--- src/rtl/dot_product_engine.sv ---
// Dot-product sequencer: streams len element pairs from two 1-cycle-latency RAMs,
// accumulates the signed products, and publishes result/ovf on the DONE cycle.
module dot_product_engine #(
  parameter int DATA_WIDTH = 8,
  parameter int ADDR_WIDTH = 3,
  parameter int ACC_WIDTH  = 2*DATA_WIDTH + ADDR_WIDTH
) (
  input  logic                  clk,
  input  logic                  rst,
  input  logic                  start_i,
  input  logic [ADDR_WIDTH:0]   len_i,
  output logic                  rd_en_o,
  output logic [ADDR_WIDTH-1:0] rd_addr_o,
  input  logic [DATA_WIDTH-1:0] a_data_i,
  input  logic [DATA_WIDTH-1:0] b_data_i,
  output logic                  busy_o,
  output logic                  done_o,
  output logic [ACC_WIDTH-1:0]  result_o,
  output logic                  ovf_o,
  output logic [1:0]            state_o
);

  // Handshake: start_i is accepted only in IDLE or DONE (no queuing while busy);
  // done_o is a single-cycle pulse, and result_o/ovf_o are valid from the next cycle.
  typedef enum logic [1:0] {
    IDLE  = 2'd0,
    FETCH = 2'd1,
    DRAIN = 2'd2,
    DONE  = 2'd3
  } state_t;

  localparam logic [ADDR_WIDTH:0] MAX_LEN  = {1'b1, {ADDR_WIDTH{1'b0}}};
  localparam logic [ADDR_WIDTH:0] ONE      = {{ADDR_WIDTH{1'b0}}, 1'b1};
  localparam logic [ADDR_WIDTH:0] ZERO_LEN = '0;

  state_t                          state_q, state_d;
  logic [ADDR_WIDTH:0]             len_q, len_d, cnt_q, cnt_d, len_sat;
  logic                            acc_en_q;
  logic signed [ACC_WIDTH-1:0]     acc_q, acc_d, result_q, result_d;
  logic signed [ACC_WIDTH-1:0]     prod_ext, sum;
  logic signed [2*DATA_WIDTH-1:0]  a_ext, b_ext, prod;
  logic                            acc_ovf_q, acc_ovf_d, ovf_q, ovf_d;
  logic                            add_ovf, accept, last;

  assign len_sat = (len_i > MAX_LEN) ? MAX_LEN : len_i;

  // Operands are sign-extended first so the multiply is full 2*DATA_WIDTH signed.
  assign a_ext    = {{DATA_WIDTH{a_data_i[DATA_WIDTH-1]}}, a_data_i};
  assign b_ext    = {{DATA_WIDTH{b_data_i[DATA_WIDTH-1]}}, b_data_i};
  assign prod     = a_ext * b_ext;
  assign prod_ext = ACC_WIDTH'(prod);
  assign sum      = acc_q + prod_ext;
  assign add_ovf  = (acc_q[ACC_WIDTH-1] == prod_ext[ACC_WIDTH-1]) &&
                    (sum[ACC_WIDTH-1] != acc_q[ACC_WIDTH-1]);

  assign accept = start_i && ((state_q == IDLE) || (state_q == DONE));
  assign last   = (cnt_q == (len_q - ONE));

  always_comb begin
    state_d   = state_q;
    len_d     = len_q;
    cnt_d     = '0;
    acc_d     = acc_q;
    acc_ovf_d = acc_ovf_q;
    result_d  = result_q;
    ovf_d     = ovf_q;

    // Data returned for the previous cycle's read is folded in here.
    if (acc_en_q) begin
      acc_d = sum;
      if (add_ovf) acc_ovf_d = 1'b1;
    end

    case (state_q)
      IDLE:  state_d = IDLE;
      FETCH: begin
        if (last) begin
          state_d = DRAIN;
        end else begin
          cnt_d = cnt_q + ONE;
        end
      end
      DRAIN: state_d = DONE;
      DONE: begin
        result_d = acc_q;
        ovf_d    = acc_ovf_q;
        state_d  = IDLE;
      end
      default: state_d = IDLE;
    endcase

    if (accept) begin
      len_d     = len_sat;
      acc_d     = '0;
      acc_ovf_d = 1'b0;
      state_d   = (len_sat == ZERO_LEN) ? DONE : FETCH;
    end
  end

  always_ff @(posedge clk or negedge rst) begin
    if (!rst) begin
      state_q   <= IDLE;
      len_q     <= '0;
      cnt_q     <= '0;
      acc_en_q  <= 1'b0;
      acc_q     <= '0;
      acc_ovf_q <= 1'b0;
      result_q  <= '0;
      ovf_q     <= 1'b0;
    end else begin
      state_q   <= state_d;
      len_q     <= len_d;
      cnt_q     <= cnt_d;
      acc_en_q  <= rd_en_o;
      acc_q     <= acc_d;
      acc_ovf_q <= acc_ovf_d;
      result_q  <= result_d;
      ovf_q     <= ovf_d;
    end
  end

  assign rd_en_o   = (state_q == FETCH);
  assign rd_addr_o = (state_q == FETCH) ? cnt_q[ADDR_WIDTH-1:0] : '0;
  assign busy_o    = (state_q == FETCH) || (state_q == DRAIN);
  assign done_o    = (state_q == DONE);
  assign result_o  = result_q;
  assign ovf_o     = ovf_q;
  assign state_o   = state_q;

endmodule

--- config.mk ---
export PLATFORM = sky130hd
export DESIGN_NAME = dot_product_engine
export DESIGN_NICKNAME = d
export VERILOG_FILES = /design/src/rtl/dot_product_engine.sv
export SDC_FILE = /design/constraint.sdc
export NUM_CORES = 1
export LEC_CHECK = 0
export CORE_ASPECT_RATIO = 0.8
export CORE_MARGIN = 10
export CORE_UTILIZATION = 45
export CTS_BUF_LIST = sky130_fd_sc_hd__clkbuf_16
export CTS_CLUSTER_DIAMETER = 30
export DETAILED_ROUTE_END_ITERATION = 7
export MAX_ROUTING_LAYER = met4
export PLACE_DENSITY = 0.65
export SYNTH_ARGS = -nofsm -noshare
export SYNTH_HDL_FRONTEND = slang
export SYNTH_SLANG_ARGS = --single-unit
--- constraint.sdc ---
create_clock -name clk -period 2.8 [get_ports clk]
set_input_delay 0.84 -clock clk [delete_from_list [all_inputs] [get_ports clk]]
set_output_delay 0.84 -clock clk [all_outputs]
set_load 0.03 [all_outputs]
==> flow_metrics.env <==
export IMPL_synth_cell_types=50
export IMPL_synth_top_flop_cell="dfrtp_1"
export IMPL_grt_util_all_layers=0.170
export IMPL_gp_congestion=0.875
export IMPL_min_path_cells=2
export IMPL_hold_viol_final=0
export IMPL_crit_type="input port to flop"
export IMPL_core_area_sq_um=12100
export IMPL_vias=4528
export IMPL_grt_max_degree=52
export IMPL_cts_tree="done"
export IMPL_reg2reg_depth=10
export IMPL_final_nets=862
export IMPL_die_h_um=119
export IMPL_fill_cells=971
export IMPL_layout_drive_gt1_share=0.387
export IMPL_vias_per_cell=5.13
export IMPL_cpPeakStageDelay_ps=540
export IMPL_finalCriticalPeriod_ps=6330
export IMPL_num_rows=36
export IMPL_route_detailed_drc=0
export IMPL_cts_buffer_depth=2
export IMPL_arrival_ps=6550
export IMPL_period_share=2.26
export IMPL_dp_cells=856
export IMPL_crit_required_ps=3020
export IMPL_die_area_sq_um=17100
export IMPL_final_cell_area_sq_um=7910
export IMPL_grt_pass1_wl_um=23600
export IMPL_setup_viol=17
export IMPL_clkTransAtPathRegs_ps=70
export IMPL_synth_edff_count=0
export IMPL_async_flop_share=1.00
export IMPL_crit_slowest_cell="fa_1"
export IMPL_place_area_sq_um=7180
export IMPL_fmax_mhz=158
export IMPL_start_kind="input port"
export IMPL_outcome="finished with violations"
export IMPL_cp_common_cell="fa_1"
export IMPL_detail_route_wl_per_cell_um=15.3
export IMPL_synth_area_leaders="dfrtp_1 (23%), fa_1 (20%), ha_1 (12%)"
export IMPL_syn_inst=572
export IMPL_failed_checks="setup timing"
export IMPL_grt_ovfl_total=0
export IMPL_max_slew_margin_rel=0.565
export IMPL_finClkSkew_ps=4.03
export IMPL_routed_wl_um=13500
export IMPL_syn_nets=704
export IMPL_first_pass_iters=4
export IMPL_portBuffers=50
export IMPL_cts_sinks=51
export IMPL_grt_pass1_vias=5083
export IMPL_cp_max_fo=5
export IMPL_areaGrowthSynthToFinish_pct=43.8
export IMPL_numCtsBuffers=5
export IMPL_clock_latency_ps=300
export IMPL_synth_top_area_cell="dfrtp_1"
export IMPL_io_pins=51
export IMPL_worst_slack_ps=-3530
export IMPL_worstSetupEndpointType="flop"
export IMPL_start_util=0.456
export IMPL_antenna_left=0
export IMPL_num_antenna_cells=0
export IMPL_tns_ps=-38990
export IMPL_crit_chain="buf_2 -> and2_4 -> fa_1 -> inv_1 -> fa_1 -> inv_2 -> fa_1 -> inv_2 -> fa_1 -> inv_2 -> ha_4 -> o21ai_2 -> o21ai_2 -> nand4_1 -> a311oi_2 -> xor2_1 -> ha_2 -> a21oi_2 -> nand3_1 -> o211a_1 -> a2111oi_4 -> xor3_1 -> or3_1 -> a21oi_2"
export IMPL_syn_cell_area_sq_um=5510
export IMPL_ys_ff_latch=51
export IMPL_yosys_warnings=0
export IMPL_die_width_um=144
export IMPL_synth_seq_area_share=0.232
export IMPL_rsz0062_at_grt="yes"
export IMPL_report_final_slew_viol_count=0
export IMPL_place_ws_ps=-4360
export IMPL_max_slew_worst_pin_slew_ps=652
export IMPL_antenna_found_initial=0
export IMPL_maxCapViolations=0
export IMPL_place_hpwl_um=10300
export IMPL_hold_class="flop to flop"
export IMPL_netlist_area_leader_share=0.232
export IMPL_fin_cells=883
export IMPL_drt_iter0_drc=213
export IMPL_root_buffer="clkbuf_16"
export IMPL_synth_area_per_cell_sq_um=9.62
export IMPL_h_tree_depth=2
-- placed cells by master, fill, tap and decap left out, types with 9 or more instances in the layout --
cell             netlist  final
o21ai_0               14      9
and2_1                51     36
xnor2_1               22     16
and2_4                 0     15
mux2_2                21     21
clkdlybuf4s50_1        0     29
a21oi_1               20      9
inv_1                101     81
ha_1                  53     24
nand2_1               33     30
ha_4                   0     25
nor2_1                25     24
buf_4                  0     91
dfrtp_1               51     51
xor2_1                12     11
mux2i_1               10     10
buf_6                  0     28
inv_2                  0     20
fa_1                  56     53
-- sequential cells by signal, indices dropped and copies added, names as in the netlist --
signal	count
acc_en_q	1
acc_ovf_q	1
acc_q	19
cnt_q	4
len_q	4
ovf_o	1
result_o	19
state_o	2
-- final timing paths --
| kind | start | end | slack, ps |
|---|---|---|---|
| worst max-delay path | b_data_i[0] | acc_q[18]$_DFFE_PN0P_ | -3530 |
| worst min-delay path | acc_ovf_q$_DFFE_PN0P_ | acc_ovf_q$_DFFE_PN0P_ | 500 |
| worst max register to register | acc_q[0]$_DFFE_PN0P_ | acc_q[18]$_DFFE_PN0P_ | 180 |
| worst min register to register | acc_ovf_q$_DFFE_PN0P_ | acc_ovf_q$_DFFE_PN0P_ | 500 |
| max in group asynchronous | rst | acc_q[15]$_DFFE_PN0P_ | 1730 |
| min in group asynchronous | rst | acc_q[0]$_DFFE_PN0P_ | 630 |
-- cell type report --
type	instances	area, sq um	area share
multi-input combinational	411	4540	0.574
timing repair buffer	160	1380	0.175
sequential	51	1280	0.161
inverter	101	379	0.0479
tap	152	190	0.0240
clock buffer	5	125	0.0158
clock inverter	3	20.0	0.00253
-- repair_timing --
action / in CTS / in global routing
pin swaps: 71 / 26
gates resized for setup: 142 / 41
hold buffers: 0 / 0
setup buffers: 30 / 5
endpoints found under the setup margin: 18 / 21
-- metal layers --
metal,vias up,routed length (um),part of all wire,track usage
met2,46,7000,0.52,0.290
met5,-,0,0,-
met1,2287,6080,0.45,0.211
met3,14,293,0.022,0.0238
li1,2181,-,-,-
met4,0,127,0.0094,0.0312
-- worst max-delay path: cells and delay by family --
family	cells	cell delay (ps)
AOI/OAI and AO/OA	7	1320
xor gates and xnor gates	2	670
adders and majority gates	6	2680
buffers and inverters	5	290
and+or+nand+nor	4	750
-- per-stage QoR --
stage | util | hold slack (ps)
after CTS | 0.639 | 499
after global placement | 0.595 | 492
after detailed placement | 0.595 | 490
after global routing | 0.656 | 525
final | 0.656 | 501
after floorplan | - | 460
-- cell usage after synthesis (3+ instances only) --
cell type	instances
nor3_1	8
nand4_1	4
ha_1	53
xor2_1	12
mux2i_1	10
o21ai_1	3
nand3_1	11
inv_1	101
and2_1	51
o21ai_0	14
mux2_2	21
xnor2_1	22
a21o_1	6
nor2_1	25
or3_1	5
and3_1	4
a31oi_1	5
clkbuf_1	8
nand2b_1	3
fa_1	56
nor2b_1	6
a21oi_1	20
o21bai_1	5
dfrtp_1	51
nand2_1	33
nand3b_1	3
-- cell families after synthesis --
| kind of cell | share of synthesized area |
|---|---|
| buffers and inverters | 0.0750 |
| AND/OR/NAND/NOR | 0.162 |
| adder cells (fa/ha/maj) | 0.324 |
| flip-flops | 0.232 |
| XOR/XNOR | 0.0584 |
| AO/OA/AOI/OAI | 0.0873 |
| multiplexers | 0.0611 |
Power is left out: the tool's default activity adds up to more than one toggle a clock period on the data nets, which glitch-free logic cannot reach.
